$ cat src/rtl/calc_display_pkg.sv
// -----------------------------------------------------------------------------
// calc_display_pkg
// Shared definitions for the display text buffer writer:
//   - default geometry (vector width, operand width, BCD digit count, cursor)
//   - symbol codes understood by the text renderer
//   - command opcode and writer FSM state encodings
//   - derivation of the cell count from the vector width
// -----------------------------------------------------------------------------
package calc_display_pkg;

  // Default geometry: 384-bit vector of 4-bit cells, 16-bit operands.
  localparam int MAX_INPUT_DEF = 384;
  localparam int NUM_W_DEF     = 16;
  localparam int DIGITS_DEF    = 5;

  // One cell is one 4-bit symbol code.
  function automatic int cells_of(input int max_input);
    return max_input / 4;
  endfunction

  localparam int CELLS_DEF = cells_of(MAX_INPUT_DEF);
  // Cursor must be able to hold CELLS itself (the "full" position).
  localparam int CUR_W_DEF = $clog2(CELLS_DEF + 1);

  // Symbol codes; 0-9 are the decimal digits themselves.
  localparam logic [3:0] SYM_PLUS  = 4'hA;
  localparam logic [3:0] SYM_MINUS = 4'hB;
  localparam logic [3:0] SYM_MUL   = 4'hC;
  localparam logic [3:0] SYM_DIV   = 4'hD;
  localparam logic [3:0] SYM_EQ    = 4'hE;
  localparam logic [3:0] SYM_BLANK = 4'hF;

  typedef enum logic [1:0] {
    OP_PUTSYM    = 2'b00,
    OP_BACKSPACE = 2'b01,
    OP_CLEAR     = 2'b10,
    OP_PUTNUM    = 2'b11
  } cmd_op_e;

  typedef enum logic [1:0] {
    ST_IDLE  = 2'b00,
    ST_CLEAR = 2'b01,
    ST_CONV  = 2'b10,
    ST_EMIT  = 2'b11
  } wr_state_e;

endpackage

$ cat src/rtl/bin2bcd_serial.sv
// -----------------------------------------------------------------------------
// bin2bcd_serial
// Sequential binary to BCD converter (double dabble), one input bit per cycle.
// A start pulse while idle latches bin; NUM_W shift-add-3 steps follow, the
// last of which also latches the result into bcd and pulses done.
// Ports:
//   clk, rst  : clock, synchronous active-high reset
//   start     : begin a conversion (ignored while busy)
//   bin       : unsigned operand, sampled with start
//   busy      : conversion in progress
//   done      : one-cycle pulse, bcd valid from this cycle on
//   bcd       : DIGITS packed BCD digits, least significant in [3:0]
// -----------------------------------------------------------------------------
module bin2bcd_serial
  import calc_display_pkg::*;
#(
  parameter int NUM_W  = NUM_W_DEF,
  parameter int DIGITS = DIGITS_DEF
) (
  input  logic                  clk,
  input  logic                  rst,
  input  logic                  start,
  input  logic [NUM_W-1:0]      bin,
  output logic                  busy,
  output logic                  done,
  output logic [4*DIGITS-1:0]   bcd
);

  localparam int CNT_W = $clog2(NUM_W + 1);

  logic [NUM_W-1:0]    bin_q;
  logic [4*DIGITS-1:0] acc_q;
  logic [4*DIGITS-1:0] bcd_q;
  logic [CNT_W-1:0]    cnt_q;
  logic                busy_q;
  logic                done_q;

  logic [4*DIGITS-1:0] adj;
  logic [4*DIGITS-1:0] shifted;

  // Add 3 to every digit that would overflow past 9 once doubled.
  generate
    for (genvar gi = 0; gi < DIGITS; gi++) begin : g_adj
      assign adj[4*gi +: 4] = (acc_q[4*gi +: 4] >= 4'd5) ?
                              (acc_q[4*gi +: 4] + 4'd3) : acc_q[4*gi +: 4];
    end
  endgenerate

  // Shift the next binary bit (MSB first) into the BCD accumulator. The top
  // adjusted bit is always zero because DIGITS covers the operand range.
  assign shifted = (4*DIGITS)'({adj, bin_q[NUM_W-1]});

  always_ff @(posedge clk) begin
    if (rst) begin
      bin_q  <= '0;
      acc_q  <= '0;
      bcd_q  <= '0;
      cnt_q  <= '0;
      busy_q <= 1'b0;
      done_q <= 1'b0;
    end else begin
      done_q <= 1'b0;
      if (start && !busy_q) begin
        bin_q  <= bin;
        acc_q  <= '0;
        cnt_q  <= CNT_W'(NUM_W);
        busy_q <= 1'b1;
      end else if (busy_q) begin
        acc_q <= shifted;
        bin_q <= {bin_q[NUM_W-2:0], 1'b0};
        cnt_q <= cnt_q - 1'b1;
        if (cnt_q == CNT_W'(1)) begin
          busy_q <= 1'b0;
          done_q <= 1'b1;
          bcd_q  <= shifted;
        end
      end
    end
  end

  assign busy = busy_q;
  assign done = done_q;
  assign bcd  = bcd_q;

endmodule

$ cat src/rtl/calc_text_writer.sv
// -----------------------------------------------------------------------------
// calc_text_writer
// Writer side of the display text buffer. Owns the packed symbol vector read
// by the VGA text renderer and edits it from a command stream.
// Ports:
//   clk, rst   : clock, synchronous active-high reset (all cells -> blank)
//   cmd_valid  : command present
//   cmd_ready  : writer idle, command accepted when cmd_valid && cmd_ready
//   cmd_op     : 00 PUTSYM, 01 BACKSPACE, 10 CLEAR, 11 PUTNUM
//   cmd_sym    : symbol code for PUTSYM
//   cmd_num    : unsigned operand for PUTNUM (printed in decimal)
//   numbers    : packed cells, cell i in numbers[4i+3:4i]
//   cursor     : next cell to be written, 0..CELLS
//   full       : cursor == CELLS
//   empty      : cursor == 0
//   cmd_err    : one-cycle pulse when a command is rejected
// -----------------------------------------------------------------------------
module calc_text_writer
  import calc_display_pkg::*;
#(
  parameter int MAX_INPUT = MAX_INPUT_DEF,
  parameter int NUM_W     = NUM_W_DEF,
  parameter int DIGITS    = DIGITS_DEF,
  parameter int CUR_W     = CUR_W_DEF
) (
  input  logic                 clk,
  input  logic                 rst,
  input  logic                 cmd_valid,
  output logic                 cmd_ready,
  input  logic [1:0]           cmd_op,
  input  logic [3:0]           cmd_sym,
  input  logic [NUM_W-1:0]     cmd_num,
  output logic [MAX_INPUT-1:0] numbers,
  output logic [CUR_W-1:0]     cursor,
  output logic                 full,
  output logic                 empty,
  output logic                 cmd_err
);

  localparam int CELLS = cells_of(MAX_INPUT);
  localparam int SN_W  = $clog2(DIGITS + 1);

  wr_state_e           state_q, state_d;
  logic [CUR_W-1:0]    cursor_q, cursor_d;
  logic                cmd_err_q, cmd_err_d;
  // Digits still to emit, most significant aligned to the top nibble.
  logic [4*DIGITS-1:0] digits_q, digits_d;
  logic [SN_W-1:0]     left_q, left_d;
  logic [3:0]          cell_q [CELLS];

  // Single cell write port shared by all commands.
  logic                wr_en;
  logic [CUR_W-1:0]    wr_idx;
  logic [3:0]          wr_val;

  logic                accept;
  logic                full_w, empty_w;
  logic [CUR_W-1:0]    free_cells;
  logic [SN_W-1:0]     sig_n;

  logic                b2b_start;
  logic                b2b_busy;
  logic                b2b_done;
  logic [4*DIGITS-1:0] b2b_bcd;

  bin2bcd_serial #(
    .NUM_W  (NUM_W),
    .DIGITS (DIGITS)
  ) u_bin2bcd (
    .clk   (clk),
    .rst   (rst),
    .start (b2b_start),
    .bin   (cmd_num),
    .busy  (b2b_busy),
    .done  (b2b_done),
    .bcd   (b2b_bcd)
  );

  assign cmd_ready  = (state_q == ST_IDLE);
  assign accept     = cmd_valid && cmd_ready;
  assign full_w     = (cursor_q == CUR_W'(CELLS));
  assign empty_w    = (cursor_q == '0);
  assign free_cells = CUR_W'(CELLS) - cursor_q;

  // Number of significant decimal digits; zero still prints one "0".
  always_comb begin
    sig_n = SN_W'(1);
    for (int i = 1; i < DIGITS; i++) begin
      if (b2b_bcd[4*i +: 4] != 4'd0) begin
        sig_n = SN_W'(i + 1);
      end
    end
  end

  always_comb begin
    state_d   = state_q;
    cursor_d  = cursor_q;
    cmd_err_d = 1'b0;
    digits_d  = digits_q;
    left_d    = left_q;
    wr_en     = 1'b0;
    wr_idx    = cursor_q;
    wr_val    = SYM_BLANK;
    b2b_start = 1'b0;

    case (state_q)
      ST_IDLE: begin
        if (accept) begin
          case (cmd_op)
            OP_PUTSYM: begin
              if (full_w) begin
                cmd_err_d = 1'b1;
              end else begin
                wr_en    = 1'b1;
                wr_val   = cmd_sym;
                cursor_d = cursor_q + 1'b1;
              end
            end
            OP_BACKSPACE: begin
              if (empty_w) begin
                cmd_err_d = 1'b1;
              end else begin
                wr_en    = 1'b1;
                wr_idx   = cursor_q - 1'b1;
                cursor_d = cursor_q - 1'b1;
              end
            end
            OP_CLEAR: begin
              // Clearing an empty line is a silent no-op.
              if (!empty_w) begin
                state_d = ST_CLEAR;
              end
            end
            default: begin
              b2b_start = 1'b1;
              state_d   = ST_CONV;
            end
          endcase
        end
      end

      // Erase from the right so cells at or beyond the cursor stay blank at
      // every intermediate step.
      ST_CLEAR: begin
        if (empty_w) begin
          state_d = ST_IDLE;
        end else begin
          wr_en    = 1'b1;
          wr_idx   = cursor_q - 1'b1;
          cursor_d = cursor_q - 1'b1;
          if (cursor_q == CUR_W'(1)) begin
            state_d = ST_IDLE;
          end
        end
      end

      ST_CONV: begin
        if (b2b_done) begin
          // All-or-nothing: reject before any digit is written.
          if (free_cells < CUR_W'(sig_n)) begin
            cmd_err_d = 1'b1;
            state_d   = ST_IDLE;
          end else begin
            digits_d = b2b_bcd << (4 * (DIGITS - int'(sig_n)));
            left_d   = sig_n;
            state_d  = ST_EMIT;
          end
        end else if (!b2b_busy) begin
          // Converter not running and no result: never wait forever.
          state_d = ST_IDLE;
        end
      end

      ST_EMIT: begin
        if (full_w || left_q == '0) begin
          state_d = ST_IDLE;
        end else begin
          wr_en    = 1'b1;
          wr_val   = digits_q[4*DIGITS-1 -: 4];
          cursor_d = cursor_q + 1'b1;
          digits_d = {digits_q[4*DIGITS-5:0], SYM_BLANK};
          left_d   = left_q - 1'b1;
          if (left_q == SN_W'(1)) begin
            state_d = ST_IDLE;
          end
        end
      end

      default: begin
        state_d = ST_IDLE;
      end
    endcase
  end

  always_ff @(posedge clk) begin
    if (rst) begin
      state_q   <= ST_IDLE;
      cursor_q  <= '0;
      cmd_err_q <= 1'b0;
      digits_q  <= '0;
      left_q    <= '0;
    end else begin
      state_q   <= state_d;
      cursor_q  <= cursor_d;
      cmd_err_q <= cmd_err_d;
      digits_q  <= digits_d;
      left_q    <= left_d;
    end
  end

  // One register per cell; only a decoded index can be written, so indices
  // at or beyond CELLS are never touched.
  generate
    for (genvar gi = 0; gi < CELLS; gi++) begin : g_cell
      always_ff @(posedge clk) begin
        if (rst) begin
          cell_q[gi] <= SYM_BLANK;
        end else if (wr_en && wr_idx == CUR_W'(gi)) begin
          cell_q[gi] <= wr_val;
        end
      end
      assign numbers[4*gi +: 4] = cell_q[gi];
    end
  endgenerate

  assign cursor  = cursor_q;
  assign full    = full_w;
  assign empty   = empty_w;
  assign cmd_err = cmd_err_q;

endmodule

$ cat config.mk
export PLATFORM = sky130hd
export DESIGN_NAME = calc_text_writer
export DESIGN_NICKNAME = d
export VERILOG_FILES = /design/src/rtl/calc_display_pkg.sv /design/src/rtl/bin2bcd_serial.sv /design/src/rtl/calc_text_writer.sv
export SDC_FILE = /design/constraint.sdc
export NUM_CORES = 1
export LEC_CHECK = 0
export ABC_CLOCK_PERIOD_IN_PS = 3600
export BUFFER_PORTS_ARGS = -buffer_cell sky130_fd_sc_hd__buf_2
export CORE_ASPECT_RATIO = 1.1
export CORE_MARGIN = 4
export CORE_UTILIZATION = 55
export CTS_CLUSTER_SIZE = 8
export DETAILED_ROUTE_END_ITERATION = 8
export PLACE_DENSITY = 0.8
export SYNTH_ARGS = -nofsm -noshare
export SYNTH_HDL_FRONTEND = slang
export SYNTH_SLANG_ARGS = --single-unit
$ cat constraint.sdc
create_clock -name clk -period 3.6 [get_ports clk]
set_input_delay 0.18 -clock clk [delete_from_list [all_inputs] [get_ports clk]]
set_output_delay 0.18 -clock clk [all_outputs]
set_load 0.03 [all_outputs]
==> results_dict.tcl, run 1 <==
set metrics [dict create \
    crit_fanout 16 \
    antenna_found_initial 2 \
    area_growth_pct 24.4 \
    dpl.hpwl_um 48100 \
    drc 0 \
    clock_sinks 480 \
    critPathTopFamily "simple AND/OR/NAND/NOR gates" \
    fp.dieH_um 211 \
    grt_setup_unrepaired "false" \
    ctsRootBufferMaster "clkbuf_16" \
    yosys_warnings 0 \
    synth-edff-count 384 \
    reg2reg_from "cursor[0]$_SDFFE_PP0P_" \
    post-synth-top-count-cell "nand2_1" \
    grt_max_degree 65 \
    cp-start-kind "flip-flop" \
    drive_gt1_share_pct 29.6 \
    critPathLaunch "cursor[0]$_SDFFE_PP0P_" \
    rows 73 \
    nFillCells 2493 \
    p_leak_uw 0.00783 \
    crit_type "reg -> reg" \
    drv_cap 0 \
    synth_top_cell_area_share_pct 56.2 \
    die_area_um2 40500 \
    slew_headroom_pct 12.4 \
    seq_area_um2 13500 \
    cts_tree "built" \
    grt_pass1_vias 16000 \
    first_iter_violations 1893 \
    track_usage_pct 33.0 \
    io_buffers 419 \
    skew_ps 26.0 \
    synth_area_leaders "edfxtp_1, dfxtp_1, nand2_1" \
    nNetsFinal 2278 \
    cp_data_arrival_time_ps 3750 \
    syn_nets 1810 \
    finalCritPeriodShare_pct 96.6 \
    setup_tns_ps 0 \
    place.gp.congestion 0.969 \
    cp.buffers_inverters 1 \
    syn_inst 1760 \
    min-delay-path-class "in -> reg" \
    ys_ff_latch 480 \
    core-area_um2 36500 \
    numCtsBuffers 69 \
    syn-cell-area_um2 20500 \
    grt_pass1_wl_um 99900 \
    multi_input_area_um2 6370 \
    synth_largest_area_cell "edfxtp_1" \
    fp.dieW_um 192 \
    finalCriticalPeriod_ps 3480 \
    cp-end-kind "flip-flop" \
    clockBufferDepth 3 \
    dr_total_vias 16400 \
    yosysSeqAreaShare_pct 65.5 \
    worstMarginPinSlew_ps 1310 \
    hold_viol_final 0 \
    ys.flop_type "edfxtp_1" \
    setup_viol 0 \
    crit_required_ps 3870 \
    place_inst 2620 \
    ios 420 \
    clk_pin_slew_worst_paths_ps 60 \
    path_cells "inv_1, ha_1, or3b_1, or3_1, o21ai_4, nand3_2, nor2_2, nand2_1" \
    start_util_pct 56.2 \
    clock_latency_ps 590 \
    final_cells 2741 \
    vias_per_cell 5.98 \
    ant_nets 0 \
    fmax_mhz 288 \
    wirelength_um 68600 \
    min_from "cmd_op[1]" \
    status "finished, final reports clean" \
    crit_path_top_delay_cell "nor2_2" \
    async_reset_ff_share_pct 0 \
    first_pass_iters 6 \
    gr-total-overflow 0 \
    drv_slew 0 \
    synth_top_cells_by_count "nand2_1, edfxtp_1, nor2_1" \
    synth_cell_types 79 \
    vdd_drop_max_mv 0.381 \
    power.density_nw_per_um2 584 \
    syn-mean-instance-area_um2 11.7 \
    critPathMaxStageDelay_ps 1040 \
    wl_per_cell_um 25.0 \
    htreeDepth 3 \
]
-- layout make-up --
type                       count  area share [%]
sequential                   480            52.7
multi-input combinational   1114            25.0
timing repair buffer         531            12.0
clock buffer                  87            7.03
tap                          487            2.39
inverter                      32           0.470
clock inverter                 7           0.382
antenna                        3          0.0294
-- path summary, 6_finish.rpt --
check	end	depth (start not counted)	slack (ps)
min reg2reg	digits_q[6]$_SDFFE_PP0P_	1	460
min	state_q[1]$_SDFFE_PP0P_	4	120
max	cell_q[1][22]$_SDFFCE_PN1P_	8	120
max reg2reg	cell_q[1][22]$_SDFFCE_PN1P_	8	120
-- power breakdown --
| group | internal, uW | switching, uW |
|---|---|---|
| Combinational | 883 | 2130 |
| Clock | 3470 | 2280 |
| Sequential | 6070 | 88.8 |
-- state kept, by name, summed over array words and instances, names as in the netlist --
name	count
cmd_err	1
u_bin2bcd.acc_q	20
u_bin2bcd.cnt_q	5
cell_q	384
left_q	3
state_q	2
cursor	7
u_bin2bcd.bin_q	16
u_bin2bcd.done	1
u_bin2bcd.bcd	20
digits_q	20
u_bin2bcd.busy	1
-- layer usage --
metal	part of all wire [%]	track usage, %	up-vias	wire length [um]
li1	-	-	7194	-
met1	32	38.1	7816	22000
met2	49	55.7	1133	33900
met3	12	8.84	256	8260
met4	6.5	18.6	0	4450
met5	0	0	-	0
-- stage by stage --
stage | utilization [%] | total power [uW] | hold slack [ps] | setup WS, ps | cell area (um2)
finish | 69.9 | 14900 | 117 | 124 | 25500
global route | 69.9 | 15400 | 131 | 12.1 | 25500
CTS | 69.8 | 14800 | 77.4 | 67.4 | 25500
detailed placement | 63.9 | 9130 | 443 | 74.4 | 23400
global placement | 63.9 | 9100 | 437 | 97.1 | 23400
floorplan | - | 8150 | 372 | 226 | 20500
-- logic make-up (layout without fill, tap and decap cells) --
family,Yosys count,in the layout,share of synthesized area [%]
compound gates,319,319,10.6
xor+xnor,11,11,0.469
fa+ha+maj,25,25,1.52
buf+inv,166,657,3.72
flops,480,480,65.5
mux,43,43,2.15
other cells,0,3,0
simple gates,716,716,16.0
-- layout by cell type (no fill, tap or decap), types with 8 or more instances in the layout --
master	count
mux2_2	9
buf_4	83
a21o_1	60
o21ai_0	42
o21ai_1	17
edfxtp_1	384
a211oi_1	16
inv_1	32
mux2i_1	34
nor2_1	104
clkbuf_16	69
o211ai_1	8
clkbuf_1	18
nor3_1	10
ha_1	25
buf_2	418
dlygate4sd3_1	24
nand4_1	11
a22oi_1	17
nand2_1	447
nor2_4	20
a31o_2	8
nand3_1	22
nor2_2	13
a221oi_1	14
nand2b_1	15
o2bb2ai_1	12
dfxtp_1	95
a21oi_1	75
xnor2_1	9
a311oi_1	9
-- timing repair --
action | in CTS | in global routing
endpoints found under the hold margin | 22 | 0
hold buffers | 24 | 0
setup endpoints to repair | 0 | 157
setup buffers | 0 | 0
resized for setup | 0 | 19
-- tightest hold or removal path, cell delays in order --
cell and delay (ps):
buf_2 180, a21oi_1 130, nand4_1 100, a21oi_1 60
No activity file was read; power rests on OpenSTA's default activity.
==> run 2: changes to the inputs <==
--- a/config.mk
+++ b/config.mk
@@ -13,6 +13,7 @@
 export CTS_CLUSTER_SIZE = 8
 export DETAILED_ROUTE_END_ITERATION = 8
 export PLACE_DENSITY = 0.8
+export RECOVER_POWER = 25
 export SYNTH_ARGS = -nofsm -noshare
 export SYNTH_HDL_FRONTEND = slang
 export SYNTH_SLANG_ARGS = --single-unit
==> run 2 against run 1 <==
Effect of this change:
- worst setup slack better by 24 ps
- fmax is 0.71% higher
- worst hold slack worse by 5.6 ps
- sequential share of layout area is 0.82 points higher
- critical path depth stayed put
- final cell count stayed put
- cell area is 1.5% lower
- non-clock buffer count stayed put
- clock skew is 2.2 ps lower
- global-route usage stayed put
- via count is 0.11% lower
- wire length is 0.11% higher
==> results_dict.tcl, run 2 (same netlist as run 1, synthesis figures left out) <==
set metrics [dict create \
    status "finished, final reports clean" \
    area_growth_pct 22.5 \
    met1_usage_pct 38.1 \
    hold_viol_final 0 \
    fp.dieH_um 211 \
    place.gp.congestion 0.969 \
    start_util_pct 56.2 \
    fin_area_um2 25100 \
    p_leak_uw 0.00748 \
    final_cell_mix "nand2_1, edfxtp_1, clkbuf_1" \
    fp.dieW_um 192 \
    dr_total_vias 16400 \
    crit_type "reg -> reg" \
    final_common_cell "nand2_1" \
    first_iter_violations 1839 \
    fmax_mhz 290 \
    seq_power_share_pct 41.2 \
    wirelength_um 68700 \
    slew_headroom_pct 12.9 \
    grt_util_met2_pct 55.7 \
    crit_required_ps 3890 \
    reg2reg_from "cursor[0]$_SDFFE_PP0P_" \
    track_usage_pct 33.0 \
    cp_data_arrival_time_ps 3740 \
    drv_slew 0 \
    path_cells "inv_1, ha_1, or3b_1, or3_1, o21ai_4, nand3_2, nor2_2, nand2_1" \
    crit_path_top_delay_cell "nor2_2" \
    drc 0 \
    post-place-ws_ps 74.4 \
    reg2reg_depth 8 \
    finalCritPeriodShare_pct 95.9 \
    first_pass_iters 6 \
    nNetsFinal 2278 \
    grt_pass1_vias 16000 \
    drive_gt1_share_pct 15.7 \
    fin_ws_ps 148 \
    ant_nets 0 \
    finalHoldWorstSlack_ps 112 \
    antenna_found_initial 2 \
    min-delay-path-class "in -> reg" \
    vias_per_cell 5.98 \
    io_buffers 419 \
    numCtsBuffers 69 \
    clkPwrFrac_pct 38.6 \
    grt_setup_unrepaired "false" \
    setup_viol 0 \
    largest_register_ffs 384 \
    cts_tree "built" \
    skew_ps 23.7 \
    die_area_um2 40500 \
    critPathMaxStageDelay_ps 1040 \
    crit_fanout 16 \
    vdd_drop_max_mv 0.384 \
    htreeDepth 3 \
    setup_tns_ps 0 \
    min_path_cells 4 \
    dpl.hpwl_um 48100 \
    grt_max_degree 65 \
    rows 73 \
    cp-start-kind "flip-flop" \
    finalCriticalPeriod_ps 3450 \
    gr-total-overflow 0 \
    wl_per_cell_um 25.1 \
    ios 420 \
    crit_end "cell_q[1][58]$_SDFFCE_PN1P_" \
    critPathLaunch "cursor[0]$_SDFFE_PP0P_" \
    core-area_um2 36500 \
    rrSetupSlack_ps 150 \
    r2r-end "cell_q[1][58]$_SDFFCE_PN1P_" \
    p_switching_uw 4510 \
    clock_latency_ps 590 \
    placed_area_um2 23400 \
    grt_pass1_wl_um 99900 \
    clockBufferDepth 3 \
    power.internal_uw 10400 \
    grt_busiest_layer "met2" \
    comb_power_share_pct 20.2 \
    clock_sinks 480 \
    netSwitchingFraction_pct 30.2 \
    top_register "cell_q" \
    met3_usage_pct 8.84 \
    clk_pin_slew_worst_paths_ps 60 \
    drv_cap 0 \
    power.density_nw_per_um2 594 \
    worstMarginPinSlew_ps 1300 \
    ctsRootBufferMaster "clkbuf_16" \
    cp-end-kind "flip-flop" \
]
run 2: worst min-delay path by stage:
stage / start / end
2_1_floorplan: cmd_num[0] / u_bin2bcd.bin_q[0]$_SDFFE_PP0P_
3_3_place_gp: digits_q[7]$_SDFFE_PP0P_ / digits_q[7]$_SDFFE_PP0P_
3_5_place_dp: digits_q[4]$_SDFFE_PP0P_ / digits_q[4]$_SDFFE_PP0P_
4_1_cts: cmd_op[1] / state_q[1]$_SDFFE_PP0P_
5_1_grt: cmd_op[1] / state_q[1]$_SDFFE_PP0P_
6_report: cmd_op[1] / state_q[1]$_SDFFE_PP0P_
run 2: cell type report:
| cell class | instances | area (um2) |
|---|---|---|
| fillers | 2661 | 11400 |
| inverters | 32 | 120 |
| multi-input cells | 1114 | 6370 |
| clock inverters | 7 | 97.6 |
| flip-flops and latches | 480 | 13500 |
| well taps | 487 | 609 |
| clock buffers | 87 | 1790 |
| diodes | 3 | 7.51 |
| repair buffers | 531 | 2680 |
run 2: layer usage:
layer	vias to the layer above	part of all wire, %
met2	1145	49
met1	7794	32
li1	7185	-
met5	-	0
met3	257	12
met4	0	6.4
run 2: per-stage QoR:
stage          power (uW)  instances  util (%)
5_1_grt             15400       2738      68.8
2_1_floorplan        8150       1760         -
3_5_place_dp         9130       2620      63.9
6_report            14900       2741      68.8
4_1_cts             14800       2738      69.8
3_3_place_gp         9100       2620      63.9
run 2: what timing repair did:
item | 4_1_cts | 5_1_grt
hold buffers | 24 | 0
buffers inserted | 0 | 0
hold endpoints to repair | 22 | 0
gates resized for setup | 0 | 19
endpoints found under the setup margin | 0 | 157
run 2: critical path: cells and delay by family (launching register included):
family / cells / cell delay (ps)
and+or+nand+nor: 5 / 2240
adders and majority gates: 1 / 360
DFF: 1 / 310
AOI/OAI and AO/OA: 1 / 170
buffers and inverters: 1 / 80
run 2: power by group through the flow:
stage	clock (uW)	combinational, uW	sequential, uW
after floorplan	0	1870	6290
after global placement	0	2850	6250
after detailed placement	0	2870	6260
after CTS	5760	2910	6160
after global routing	6060	3200	6160
final	5760	3010	6160
